File: src/rtl/ssc_pkg.sv
// Shared types and constants for the Super Serial Card serial helpers.
package ssc_pkg;
  typedef enum logic [1:0] {IDLE, START, DATA, STOP} ser_state_t;

  localparam int SSC_CLKS_9600 = 1491;
  localparam int SSC_BYTE_W    = 8;
endpackage

File: src/rtl/ssc_byte_fifo.sv
// Byte FIFO with wrap-bit pointers; usable on either the RX or TX side of the card.
module ssc_byte_fifo
  import ssc_pkg::*;
#(
  parameter int DEPTH  = 16,
  parameter int DATA_W = SSC_BYTE_W
) (
  input  logic                   CLK_14M,
  input  logic                   RESET,
  input  logic                   push,
  input  logic [DATA_W-1:0]      wr_data,
  input  logic                   pop,
  output logic [DATA_W-1:0]      rd_data,
  output logic [$clog2(DEPTH):0] level,
  output logic                   full,
  output logic                   empty
);
  localparam int AW = $clog2(DEPTH);

  logic [DATA_W-1:0] mem [DEPTH];
  logic [AW:0]       wr_ptr;
  logic [AW:0]       rd_ptr;
  logic              do_push;
  logic              do_pop;

  assign empty   = (wr_ptr == rd_ptr);
  assign full    = (wr_ptr == {~rd_ptr[AW], rd_ptr[AW-1:0]});
  assign do_pop  = pop & ~empty;
  // A pop in the same cycle frees the head slot, so a push while full still lands.
  assign do_push = push & (~full | do_pop);
  assign level   = wr_ptr - rd_ptr;
  assign rd_data = mem[rd_ptr[AW-1:0]];

  always_ff @(posedge CLK_14M) begin
    if (RESET) begin
      wr_ptr <= '0;
      rd_ptr <= '0;
    end else begin
      if (do_push) wr_ptr <= wr_ptr + 1'b1;
      if (do_pop)  rd_ptr <= rd_ptr + 1'b1;
    end
  end

  always_ff @(posedge CLK_14M) begin
    if (do_push) mem[wr_ptr[AW-1:0]] <= wr_data;
  end
endmodule

File: src/rtl/ssc_rx_buffer.sv
// Host 8N1 receiver -> byte FIFO -> RTS-gated 8N1 re-transmitter into the 6551 UART_RXD pin.
// Build option SSC_RXBUF_STATS_EN adds the saturating DROP_COUNT statistics counter.
module ssc_rx_buffer
  import ssc_pkg::*;
#(
  parameter int CLKS_PER_BIT = SSC_CLKS_9600,
  parameter int DEPTH        = 16,
  parameter int HIGH_WATER   = 12,
  parameter int LOW_WATER    = 4
) (
  input  logic                   CLK_14M,
  input  logic                   RESET,
  input  logic                   HOST_RXD,
  output logic                   HOST_RTS_N,
  output logic                   SSC_RXD,
  input  logic                   SSC_RTS_N,
  output logic [$clog2(DEPTH):0] FIFO_LEVEL,
  output logic                   FRAME_ERR,
  output logic                   OVERRUN,
  input  logic                   OVERRUN_CLR,
  output logic [15:0]            DROP_COUNT
);
  localparam int CW    = $clog2(CLKS_PER_BIT);
  localparam int LVL_W = $clog2(DEPTH) + 1;
  localparam logic [CW-1:0]    BIT_RELOAD  = CW'(CLKS_PER_BIT - 1);
  localparam logic [CW-1:0]    HALF_RELOAD = CW'(CLKS_PER_BIT / 2 - 1);
  localparam logic [LVL_W-1:0] HW_LEVEL    = LVL_W'(HIGH_WATER);
  localparam logic [LVL_W-1:0] LW_LEVEL    = LVL_W'(LOW_WATER);

  logic       hsync_p0, hsync_p1, hline_p2;
  logic       rx_fall;
  ser_state_t rx_state, rx_state_nxt;
  logic [CW-1:0] rx_cnt, rx_cnt_nxt;
  logic [2:0] rx_bit, rx_bit_nxt;
  logic [7:0] rx_shift, rx_shift_nxt;
  logic       rx_push, rx_ferr;

  ser_state_t tx_state, tx_state_nxt;
  logic [CW-1:0] tx_cnt, tx_cnt_nxt;
  logic [2:0] tx_bit, tx_bit_nxt;
  logic [7:0] tx_shift, tx_shift_nxt;
  logic       tx_line, tx_line_nxt;
  logic       tx_pop;

  logic [7:0] fifo_rd;
  logic       fifo_full, fifo_empty;
  logic       drop;

  // Stage p0/p1: two-flop synchroniser; p2: previous sample for edge detect
  always_ff @(posedge CLK_14M) begin
    if (RESET) begin
      hsync_p0 <= 1'b1;
      hsync_p1 <= 1'b1;
      hline_p2 <= 1'b1;
    end else begin
      hsync_p0 <= HOST_RXD;
      hsync_p1 <= hsync_p0;
      hline_p2 <= hsync_p1;
    end
  end

  assign rx_fall = hline_p2 & ~hsync_p1;

  always_comb begin
    rx_state_nxt = rx_state;
    rx_cnt_nxt   = rx_cnt;
    rx_bit_nxt   = rx_bit;
    rx_shift_nxt = rx_shift;
    rx_push      = 1'b0;
    rx_ferr      = 1'b0;
    case (rx_state)
      IDLE: begin
        if (rx_fall) begin
          rx_state_nxt = START;
          rx_cnt_nxt   = HALF_RELOAD;
        end
      end
      START: begin
        if (rx_cnt == '0) begin
          if (hsync_p1) begin
            rx_state_nxt = IDLE;
          end else begin
            rx_state_nxt = DATA;
            rx_cnt_nxt   = BIT_RELOAD;
            rx_bit_nxt   = '0;
          end
        end else begin
          rx_cnt_nxt = rx_cnt - 1'b1;
        end
      end
      DATA: begin
        if (rx_cnt == '0) begin
          rx_shift_nxt = {hsync_p1, rx_shift[7:1]};
          rx_cnt_nxt   = BIT_RELOAD;
          rx_bit_nxt   = rx_bit + 3'd1;
          if (rx_bit == 3'd7) rx_state_nxt = STOP;
        end else begin
          rx_cnt_nxt = rx_cnt - 1'b1;
        end
      end
      STOP: begin
        if (rx_cnt == '0) begin
          rx_state_nxt = IDLE;
          rx_push      = hsync_p1;
          rx_ferr      = ~hsync_p1;
        end else begin
          rx_cnt_nxt = rx_cnt - 1'b1;
        end
      end
      default: rx_state_nxt = IDLE;
    endcase
  end

  always_ff @(posedge CLK_14M) begin
    if (RESET) begin
      rx_state <= IDLE;
      rx_cnt   <= '0;
      rx_bit   <= '0;
    end else begin
      rx_state <= rx_state_nxt;
      rx_cnt   <= rx_cnt_nxt;
      rx_bit   <= rx_bit_nxt;
    end
  end

  always_ff @(posedge CLK_14M) rx_shift <= rx_shift_nxt;

  ssc_byte_fifo #(
    .DEPTH (DEPTH),
    .DATA_W(SSC_BYTE_W)
  ) u_fifo (
    .CLK_14M(CLK_14M),
    .RESET  (RESET),
    .push   (rx_push),
    .wr_data(rx_shift),
    .pop    (tx_pop),
    .rd_data(fifo_rd),
    .level  (FIFO_LEVEL),
    .full   (fifo_full),
    .empty  (fifo_empty)
  );

  // The head is popped in the same cycle the frame starts; RTS only gates a new frame.
  always_comb begin
    tx_state_nxt = tx_state;
    tx_cnt_nxt   = tx_cnt;
    tx_bit_nxt   = tx_bit;
    tx_shift_nxt = tx_shift;
    tx_line_nxt  = tx_line;
    tx_pop       = 1'b0;
    case (tx_state)
      IDLE: begin
        tx_line_nxt = 1'b1;
        if (!fifo_empty && !SSC_RTS_N) begin
          tx_pop       = 1'b1;
          tx_shift_nxt = fifo_rd;
          tx_state_nxt = START;
          tx_cnt_nxt   = BIT_RELOAD;
          tx_line_nxt  = 1'b0;
        end
      end
      START: begin
        if (tx_cnt == '0) begin
          tx_state_nxt = DATA;
          tx_cnt_nxt   = BIT_RELOAD;
          tx_bit_nxt   = '0;
          tx_line_nxt  = tx_shift[0];
        end else begin
          tx_cnt_nxt = tx_cnt - 1'b1;
        end
      end
      DATA: begin
        if (tx_cnt == '0) begin
          tx_cnt_nxt = BIT_RELOAD;
          if (tx_bit == 3'd7) begin
            tx_state_nxt = STOP;
            tx_line_nxt  = 1'b1;
          end else begin
            tx_bit_nxt   = tx_bit + 3'd1;
            tx_shift_nxt = {1'b0, tx_shift[7:1]};
            tx_line_nxt  = tx_shift[1];
          end
        end else begin
          tx_cnt_nxt = tx_cnt - 1'b1;
        end
      end
      STOP: begin
        if (tx_cnt == '0) tx_state_nxt = IDLE;
        else              tx_cnt_nxt   = tx_cnt - 1'b1;
      end
      default: begin
        tx_state_nxt = IDLE;
        tx_line_nxt  = 1'b1;
      end
    endcase
  end

  always_ff @(posedge CLK_14M) begin
    if (RESET) begin
      tx_state <= IDLE;
      tx_cnt   <= '0;
      tx_bit   <= '0;
      tx_line  <= 1'b1;
    end else begin
      tx_state <= tx_state_nxt;
      tx_cnt   <= tx_cnt_nxt;
      tx_bit   <= tx_bit_nxt;
      tx_line  <= tx_line_nxt;
    end
  end

  always_ff @(posedge CLK_14M) tx_shift <= tx_shift_nxt;

  assign SSC_RXD = tx_line;
  assign drop    = rx_push & fifo_full & ~tx_pop;

  always_ff @(posedge CLK_14M) begin
    if (RESET) begin
      HOST_RTS_N <= 1'b0;
      FRAME_ERR  <= 1'b0;
      OVERRUN    <= 1'b0;
    end else begin
      FRAME_ERR <= rx_ferr;
      if (FIFO_LEVEL >= HW_LEVEL)      HOST_RTS_N <= 1'b1;
      else if (FIFO_LEVEL <= LW_LEVEL) HOST_RTS_N <= 1'b0;
      if (drop)             OVERRUN <= 1'b1;
      else if (OVERRUN_CLR) OVERRUN <= 1'b0;
    end
  end

`ifdef SSC_RXBUF_STATS_EN
  logic [15:0] drop_cnt;

  function automatic logic [15:0] sat_inc16(input logic [15:0] v);
    return (v == 16'hFFFF) ? v : v + 16'd1;
  endfunction

  always_ff @(posedge CLK_14M) begin
    if (RESET || OVERRUN_CLR)  drop_cnt <= '0;
    else if (drop || rx_ferr)  drop_cnt <= sat_inc16(drop_cnt);
  end

  assign DROP_COUNT = drop_cnt;
`else
  assign DROP_COUNT = 16'h0000;
`endif
endmodule

File: config.mk
export PLATFORM = sky130hd
export DESIGN_NAME = ssc_rx_buffer
export DESIGN_NICKNAME = d
export VERILOG_FILES = /design/src/rtl/ssc_pkg.sv /design/src/rtl/ssc_byte_fifo.sv /design/src/rtl/ssc_rx_buffer.sv
export SDC_FILE = /design/constraint.sdc
export NUM_CORES = 1
export LEC_CHECK = 0
export BUFFER_PORTS_ARGS = -buffer_cell sky130_fd_sc_hd__clkbuf_2
export CAP_MARGIN = 15
export CORE_MARGIN = 8
export CORE_UTILIZATION = 60
export CTS_CLUSTER_DIAMETER = 200
export CTS_CLUSTER_SIZE = 8
export DETAILED_ROUTE_END_ITERATION = 8
export PLACE_DENSITY = 0.79
export SYNTH_ARGS = -nofsm -noshare
export SYNTH_HDL_FRONTEND = slang
export SYNTH_HIERARCHICAL = 1
export SYNTH_SLANG_ARGS = --single-unit
File: constraint.sdc
create_clock -name CLK_14M -period 3.6 [get_ports CLK_14M]
set_input_delay 0.36 -clock CLK_14M [delete_from_list [all_inputs] [get_ports CLK_14M]]
set_output_delay 0.36 -clock CLK_14M [all_outputs]
set_load 0.02 [all_outputs]
# Word level (Yosys, flattened, before mapping)
# Memories as Yosys holds them, arrays and structs flattened. A register that Yosys moved wholly into a read port is not among the register bits.
# Index checks and enable logic that the tools add are counted.
# Widths: inputs -> output; s select.
[word_totals]
ram_bits = 128
n_memories = 1
register_bits = 65
[op_classes]
bitwise = 13
add_sub_neg = 7
n_eq_ne = 25
muxes = 52
magnitude_cmp = 2
reduce_logical = 24
[mem_list]
columns = ["name", "depth", "word_bits", "rd", "rd_clocked_by_memory_dff", "write_ports", "line_no", "rtl"]
rows = [
  ["u_fifo.mem", 16, 8, 1, 1, 1, "ssc_byte_fifo.sv:20", "logic [DATA_W-1:0] mem [DEPTH];"],
]
[op_table]
columns = ["cell", "n"]
rows = [
  ["$mux 11", 8],
  ["$pmux 11 s4", 1],
  ["$pmux 11 s3", 1],
  ["$ne 2x2->1 const B", 14],
  ["$mux 8", 3],
  ["$logic_not 11->1", 2],
  ["$mux 2", 11],
  ["$sub 11x1->11 const B", 2],
  ["$mux 3", 6],
  ["$pmux 2 s4", 2],
  ["$pmux 8 s2", 1],
  ["$mux 1", 14],
  ["$pmux 3 s2", 2],
  ["$reduce_and 4->1", 3],
  ["$add 5x1->5 const B", 2],
  ["$eq 5x5->1", 2],
  ["$reduce_and 5->1", 2],
  ["$reduce_bool 2->1", 5],
  ["$eq 2x2->1 const B", 4],
  ["$mux 4", 2],
  ["$not 1->1", 7],
  ["$add 3x1->3 const B", 2],
  ["$eq 3x3->1 const B", 2],
  ["$reduce_and 3->1", 2],
  ["other kinds (15)", 23],
]

# Longest topological paths before layout
# Gate-level depths: netlist of the first run.
[depth]
depth_word = 10
mapped_depth = 10
mapped_depth_nobuf = 9

# By module
# Netlist of the first run, hierarchy kept.
[modules_own_cells]
columns = ["mod", "seq_area_each_um2", "instances", "area_per_inst_um2", "cells_each"]
rows = [
  ["ssc_byte_fifo", 4124.0, 1, 5651.7, 298],
  ["ssc_rx_buffer", 1261.2, 1, 3178.0, 338],
]

# Least setup slack after synthesis of the first run
# OpenSTA, ideal clock, no wires.
[synth_timing]
path_kind = "flip-flop to flip-flop"
from = "register u_fifo.wr_ptr[0]"
to = "memory u_fifo/mem[0][0] (netlist bit) (enable)"
path_stages_with_launch = 9
arrival_time_ns = 2.874
n_path_buf = 0
period_less_slack_ns = 3.257
slack_ns = 0.343
required_ns = 3.217
path_cell_list = "dfxtp_1 -> inv_1 -> ha_1 -> nand4_1 -> nor2_1 -> nor3b_1 -> o31a_1 -> nand2_1 -> nor3_1"
[synth_via]
elab_chain_len = 10
word_cells_on_any_way = 13
[synth_lines]
columns = ["element", "line_no", "rtl"]
rows = [
  ["start: declaration", "ssc_byte_fifo.sv:21", "logic [AW:0] wr_ptr;"],
  ["start signal: assignment", "ssc_byte_fifo.sv:39", "if (do_push) wr_ptr <= wr_ptr + 1'b1;"],
  ["$eq 5x5->1", "ssc_byte_fifo.sv:26", "assign empty = (wr_ptr == rd_ptr);"],
  ["via fifo_empty", "ssc_rx_buffer.sv:46", "logic fifo_full, fifo_empty;"],
  ["$logic_not 1->1", "ssc_rx_buffer.sv:154", "if (!fifo_empty && !SSC_RTS_N) begin"],
  ["$logic_and 1x1->1", "ssc_rx_buffer.sv:154", ""],
  ["$mux 1", "ssc_rx_buffer.sv:154", ""],
  ["$mux 1", "ssc_rx_buffer.sv:151", "case (tx_state)"],
  ["via tx_pop", "ssc_rx_buffer.sv:43", "logic tx_pop;"],
  ["$and 1x1->1", "ssc_byte_fifo.sv:28", "assign do_pop = pop & ~empty;"],
  ["$or 1x1->1", "ssc_byte_fifo.sv:30", "assign do_push = push & (~full | do_pop);"],
  ["$and 1x1->1", "ssc_byte_fifo.sv:30", ""],
  ["$mux 1", "ssc_byte_fifo.sv:45", "if (do_push) mem[wr_ptr[AW-1:0]] <= wr_data;"],
  ["$mux 1 (implied by the code)", "ssc_byte_fifo.sv:45", ""],
  ["end: declaration", "ssc_byte_fifo.sv:20", ""],
]
# The timed path passes the listed nets, and every way through them passes these cells.

# Final worst setup path of the first run
[layout_timing]
from = "register rx_cnt[0]"
to = "memory u_fifo/mem[6][3] (netlist bit) (enable)"
[layout_via]
elab_chain_len = 6
[layout_lines]
columns = ["element", "line_no", "rtl"]
rows = [
  ["start: declaration", "ssc_rx_buffer.sv:33", "logic [CW-1:0] rx_cnt, rx_cnt_nxt;"],
  ["start signal: assignment", "ssc_rx_buffer.sv:121", "rx_cnt <= rx_cnt_nxt;"],
  ["$logic_not 11->1", "ssc_rx_buffer.sv:102", "if (rx_cnt == '0) begin"],
  ["$mux 1", "ssc_rx_buffer.sv:102", ""],
  ["$mux 1", "ssc_rx_buffer.sv:71", "case (rx_state)"],
  ["via rx_push", "ssc_rx_buffer.sv:36", "logic rx_push, rx_ferr;"],
  ["$and 1x1->1", "ssc_byte_fifo.sv:30", ""],
  ["$mux 1", "ssc_byte_fifo.sv:45", ""],
  ["$mux 1 (implied by the code)", "ssc_byte_fifo.sv:45", ""],
]
# The timed path passes the listed nets, and every way through them passes these cells.

==> results of run 1 <==
## metal layers
layer	part of all wire	GRT usage
met3	0.059	0.0438
met4	0.021	0.0779
met2	0.49	0.325
met1	0.43	0.259
met5	0	0
## registers in the layout (all words and copies together), names as in the netlist, named ones only
name,cells
u_fifo/rd_ptr,5
hsync_p0,1
OVERRUN,1
tx_state,2
rx_state,1
tx_shift,8
tx_bit,3
HOST_RTS_N,1
rx_shift,8
u_fifo/wr_ptr,5
hsync_p1,1
hline_p2,1
tx_cnt,11
u_fifo/mem,128
rx_bit,3
rx_cnt,11
SSC_RXD,1
FRAME_ERR,1
## stage by stage
stage	std cells	worst slack, ns	util	hold WS, ns	instance area [um2]
3_5_place_dp	822	0.559	0.627	0.393	9070
5_1_grt	855	0.343	0.668	0.108	9680
4_1_cts	854	0.568	0.668	0.0864	9670
3_3_place_gp	822	0.792	0.627	0.393	9070
2_1_floorplan	651	0.343	-	0.383	8890
6_report	855	0.575	0.668	0.107	9680
## report_power, final
part	leakage (nW)	internal [W]	switching, W
clock	0.286	0.00111	0.000780
sequential	1.72	0.00252	0.000107
combinational	1.27	0.000461	0.000856
total	3.28	0.00409	0.00174
## how the worst max path moves through the flow
stage	slack (ns)	end	depth (start not counted)
after floorplan	0.34	u_fifo/mem[0][0]	8
after global placement	0.79	u_fifo/mem[6][3]	9
after detailed placement	0.56	u_fifo/mem[4][4]	10
after CTS	0.57	u_fifo/mem[6][0]	10
after global routing	0.34	u_fifo/mem[6][4]	9
final	0.57	u_fifo/mem[6][3]	9
## layout make-up
cell class	count	area (um2)	area share
flip-flops and latches	197	5390	0.557
multi-input cells	385	3160	0.326
clock buffers	24	502	0.0518
well taps	184	230	0.0238
repair buffers	33	215	0.0222
clock inverters	8	96.3	0.00996
inverters	24	90.1	0.00931
## layout by cell type, fill, tap and decap left out, drive strengths merged, types with 5 or more instances in the layout
cell    netlist  final
a211oi        8      8
or3           8      8
a31oi         5      5
a21o          5      5
nand2b       11     11
buf          28     20
mux2          7      7
nand3         8      8
a21oi        24     24
o21ai        19     19
inv          24     24
nor3         13     13
o311ai        5      5
nor2         45     45
xnor2         6      6
dfxtp        53     53
or4           8      8
nand2        24     24
conb          1     16
ha           25     25
mux4         32     32
nand4        11     11
or2           5      5
clkbuf       17     37
xor2          7      7
a22oi        16     16
nor2b         6      6
edfxtp      144    144
o31ai        10     10
## logic make-up (layout without fill, tap and decap cells)
family	after synthesis	in the layout
DFF	197	197
and+or+nand+nor	161	161
AOI/OAI and AO/OA	126	126
buffers and inverters	69	89
muxes	43	43
adders and majority gates	26	26
xor gates and xnor gates	13	13
other	1	16
==> results_dict.tcl, run 1 <==
set metrics [dict create \
    status "finished clean" \
    grt.overflow.total 0 \
    post_drt_wl_per_cell_um 20.8 \
    synth.area.top_cells "edfxtp_1 (49%), dfxtp_1 (12%), mux4_2 (8.2%)" \
    drtIter0Drc 710 \
    dr.pass1.iters 5 \
    final_antenna_net_count 0 \
    critPathTopFamily "simple AND/OR/NAND/NOR gates" \
    syn_inst 636 \
    leakage_nw 3.28 \
    synth_mux_area_frac 0.0951 \
    drive_gt1_frac 0.171 \
    cp.required_ns 3.66 \
    finalCritPeriodShare 0.840 \
    syn_to_final_growth_pct 9.59 \
    routabilityCongestion 0.874 \
    cap_viol_max_count 0 \
    setup_viol 0 \
    synth_seq_area_share 0.610 \
    die_y_um 137 \
    cts_hold_buf 0 \
    clock.fmax_ghz 0.331 \
    wl_um 17800 \
    die_w_um 137 \
    cp.arrival_ns 3.09 \
    synth_top_family_by_area "compound AO/OA/AOI/OAI gates" \
    synth_cell_type_count 77 \
    ios 30 \
    ys_ff_latch 197 \
    hp-start "HOST_RXD" \
    fin_skew_ns 0.00607 \
    critPathKind "flip-flop to flip-flop" \
    core.rowCount 44 \
    synth_simple_gate_area_frac 0.0998 \
    start_util 0.610 \
    synth_fa_ha_area_frac 0.0377 \
    ctsResizeCount 0 \
    dp_hpwl_um 12000 \
    relSlewSlack 0.248 \
    rsz0062_at_grt "false" \
    vdd_ir_drop_max_mv 0.337 \
    crit_start "rx_cnt[0]" \
    synthTopCellsByCount "edfxtp_1 (144), dfxtp_1 (53), nor2_1 (45), mux4_2 (32), ha_1 (25)" \
    worst_slew_pin_slew_ns 1.12 \
    synth_edf_count 144 \
    fillCellCount 991 \
    grt_pass1_vias 5348 \
    ys_warn_count 6 \
    cts_made_buffers 17 \
    syn_area_per_cell_um2 13.9 \
    hold_viol_final 0 \
    cts.path.max_buffers 2 \
    num_vias 5399 \
    port_buffers 13 \
    cp-end-kind "flip-flop" \
    rr_endpoint "u_fifo/mem[6][3]" \
    path_max_fanout 8 \
    antenna_found_initial 0 \
    grt_max_degree 49 \
    cp.buffers_inverters 1 \
    hold_path_class "input pin to flip-flop" \
    p_per_area_nw_per_um2 603 \
    hold_depth 2 \
    synth_most_common_cell "edfxtp_1" \
    grtUsageTotal 0.200 \
    synthFlopType "edfxtp_1" \
    cts_tree "done" \
    setup_tns_ns 0 \
    coreArea_um2 14500 \
    clk_latency_ns 0.43 \
    fin_crit_ns 3.03 \
    synth_area_um2 8830 \
    reg2regPathDepth 9 \
    async_flop_share 0 \
    clkTransAtPathRegs_ns 0.07 \
    dieArea_um2 18900 \
    synth_xor_area_frac 0.0146 \
    yosysTopAreaCell "edfxtp_1" \
    hold_end "hsync_p0" \
    antennaDiodeCount 0 \
    start_kind "flip-flop" \
    r2r_start "rx_cnt[0]" \
    cpMaxStageDelayCell "nor2_1" \
    drv_slew 0 \
    cts-root-buf "clkbuf_16" \
    cts_num_sinks 197 \
    reg2reg_slack_ns 0.57 \
    grt_pass1_wl_um 28600 \
    viasPerCell 6.31 \
    path_cells "inv_1, ha_1, nor3b_1, and3_1, nand2_1, nor2_1, o31a_1, nand2_1, nor2_1" \
    h-tree-depth 4 \
    synth_compound_area_frac 0.104 \
    drcViolationCount 0 \
    final_nets 689 \
    synth_top_area_share 0.490 \
    slowest_delay_ns 0.57 \
    post-cts-setup-buffer-count 0 \
    power_w 0.00583 \
]
(Power assumes the default switching activity.)
==> run 2, diff against run 1 <==
--- a/config.mk
+++ b/config.mk
@@ -5,14 +5,15 @@
 export SDC_FILE = /design/constraint.sdc
 export NUM_CORES = 1
 export LEC_CHECK = 0
+export ABC_AREA = 1
 export BUFFER_PORTS_ARGS = -buffer_cell sky130_fd_sc_hd__clkbuf_2
 export CAP_MARGIN = 15
 export CORE_MARGIN = 8
-export CORE_UTILIZATION = 60
+export CORE_UTILIZATION = 56
 export CTS_CLUSTER_DIAMETER = 200
 export CTS_CLUSTER_SIZE = 8
 export DETAILED_ROUTE_END_ITERATION = 8
-export PLACE_DENSITY = 0.79
+export PLACE_DENSITY = 0.78
 export SYNTH_ARGS = -nofsm -noshare
 export SYNTH_HDL_FRONTEND = slang
 export SYNTH_HIERARCHICAL = 1
==> constraint.sdc (replaced) <==
create_clock -name CLK_14M -period 2.5 [get_ports CLK_14M]
set_input_delay 0.25 -clock CLK_14M [delete_from_list [all_inputs] [get_ports CLK_14M]]
set_output_delay 0.25 -clock CLK_14M [all_outputs]
set_load 0.02 [all_outputs]
==> run 2 against run 1 <==
Effect of this change:
- wire length is 13% higher
- sequential cell count unchanged
- clock power rose by 45%
- cell count grew 49%
- fmax increased by 29%
==> results_dict.tcl, run 2 <==
set metrics [dict create \
    setup_viol 0 \
    path_max_fanout 8 \
    cts_made_buffers 17 \
    clkTransAtPathRegs_ns 0.07 \
    pwr-share-clk 0.287 \
    cts-root-buf "clkbuf_16" \
    h-tree-depth 4 \
    layout_common_cells "nand2_1 (265), edfxtp_1 (144), nor2_1 (101)" \
    hold_path_class "input pin to flip-flop" \
    synth_area_um2 9320 \
    cp.required_ns 2.62 \
    netSwitchingFraction 0.355 \
    worst_slew_pin_slew_ns 0.798 \
    utilization 0.638 \
    combPwrFrac 0.294 \
    port_buffers 13 \
    clock.fmax_ghz 0.426 \
    fin_crit_ns 2.35 \
    die_w_um 145 \
    syn_area_per_cell_um2 9.24 \
    clk_latency_ns 0.44 \
    layout_commonest_cell "nand2_1" \
    ios 30 \
    fin_area_um2 10500 \
    syn_inst 1009 \
    synthTopCellsByCount "nand2_1 (267), edfxtp_1 (144), nor2_1 (118), inv_1 (93), nand3_1 (81)" \
    finalCritPeriodShare 0.939 \
    grt_pass1_wl_um 32500 \
    final_nets 1072 \
    place_area_um2 9770 \
    grtUsageTotal 0.193 \
    placedCellCount 1240 \
    viasPerCell 5.39 \
    worst_slack_ns 0.152 \
    cts_num_sinks 197 \
    coreArea_um2 16400 \
    leakage_nw 4.35 \
    p_per_area_nw_per_um2 912 \
    fin_skew_ns 0.0105 \
    yosysTopAreaCell "edfxtp_1" \
    finalNonFillerCells 1274 \
    largest_reg_flops 128 \
    start_util 0.568 \
    dr.pass1.iters 5 \
    p_sw_w 0.00339 \
    grt_pass1_vias 6411 \
    ys_ff_latch 197 \
    status "finished clean" \
    drive_gt1_frac 0.134 \
    num_vias 6862 \
    dieArea_um2 21000 \
    cap_viol_max_count 0 \
    start_kind "flip-flop" \
    synth_edf_count 144 \
    synth_most_common_cell "nand2_1" \
    final_antenna_net_count 0 \
    synth_cell_type_count 37 \
    die_y_um 145 \
    syn_to_final_growth_pct 12.2 \
    antenna_found_initial 0 \
    grt_max_degree 76 \
    setup_tns_ns 0 \
    drtIter0Drc 712 \
    dp_hpwl_um 13300 \
    async_flop_share 0 \
    antennaDiodeCount 0 \
    drv_slew 0 \
    grt.overflow.total 0 \
    cts.path.max_buffers 2 \
    relSlewSlack 0.468 \
    core.rowCount 47 \
    pre_cts_ws_ns -0.0467 \
    hold_viol_final 0 \
    drcViolationCount 0 \
    vdd_ir_drop_max_mv 0.912 \
    synth_seq_area_share 0.578 \
    synth.area.top_cells "edfxtp_1 (46%), dfxtp_1 (11%), nand2_1 (11%)" \
    post_drt_wl_per_cell_um 15.8 \
    critPathKind "flip-flop to flip-flop" \
    cellInternalPower_w 0.00615 \
    cp-end-kind "flip-flop" \
    wl_um 20200 \
    routabilityCongestion 0.841 \
    ys_warn_count 6 \
    cts_tree "done" \
    synth_top_area_share 0.464 \
    pwr-share-seq 0.419 \
    cp.arrival_ns 2.47 \
    synthFlopType "edfxtp_1" \
]
run 2: changes by cell type after synthesis, sizes merged, moves of 16 or more:
cell	before	now
nand2	24	284
nor2	45	126
inv	24	102
nand3	8	84
o21ai	19	52
mux4	32	0
a22oi	16	0
run 2: per-stage QoR:
step	hold WS, ns	total power [W]
5_1_grt	0.0849	0.0101
4_1_cts	0.0581	0.00955
3_5_place_dp	0.402	0.00683
6_report	0.0625	0.00954
3_3_place_gp	0.393	0.00676
2_1_floorplan	0.319	0.00630
run 2: worst max-delay path: stages (launching register included):
cell and delay [ns]:
dfxtp_1 0.33, inv_1 0.07, ha_1 0.30, nand2_2 0.13
nor2_4 0.05, nand2_2 0.09, inv_1 0.06, nor2_2 0.09
inv_1 0.07, nor2_2 0.10, inv_1 0.08, nand3_4 0.09
nand2_4 0.07, inv_8 0.10, nand2_4 0.11, nor2_4 0.27
run 2: repair_timing:
item | 4_1_cts | 5_1_grt
setup endpoints to repair | 64 | 128
hold buffers | 1 | 0
gates resized for setup | 4 | 12
buffers inserted | 0 | 1
endpoints found under the hold margin | 1 | 0
pin swaps | 0 | 3
run 2: final cells by class:
cell class                      count  area, um2
Timing Repair Buffer               47        360
Fill cell                        1289       5940
Sequential cell                   197       5390
Inverter                          102        398
Clock inverter                     15        184
Multi-Input combinational cell    676       3440
Tap cell                          220        275
Clock buffer                       17        425
run 2: metal layers:
layer,GRT usage,wire [um]
met3,0.0345,1490
met2,0.306,9270
met4,0.0878,530
met1,0.256,8860
met5,0,0
run 2: logic make-up after synthesis:
group	synth area share
compound gates	0.0594
xor+xnor	0.0103
fa+ha+maj	0.0357
buf+inv	0.0731
flops	0.578
other cells	0.000402
simple gates	0.243
run 2: final timing paths:
path,startpoint,endpoint,slack [ns],cells past startpoint
worst max-delay path,u_fifo/rd_ptr[1],u_fifo/mem[6][5],0.15,15
worst min register to register,hsync_p0,hsync_p1,0.42,1
worst min-delay path,OVERRUN_CLR,OVERRUN,0.06,4
worst max register to register,u_fifo/rd_ptr[1],u_fifo/mem[6][5],0.15,15
run 2: power by group through the flow:
stage	combinational (W)	sequential [W]	clock, W
after CTS	0.00280	0.00399	0.00276
after global placement	0.00271	0.00406	0
final	0.00280	0.00400	0.00274
after detailed placement	0.00277	0.00406	0
after global routing	0.00318	0.00403	0.00290
after floorplan	0.00230	0.00400	0
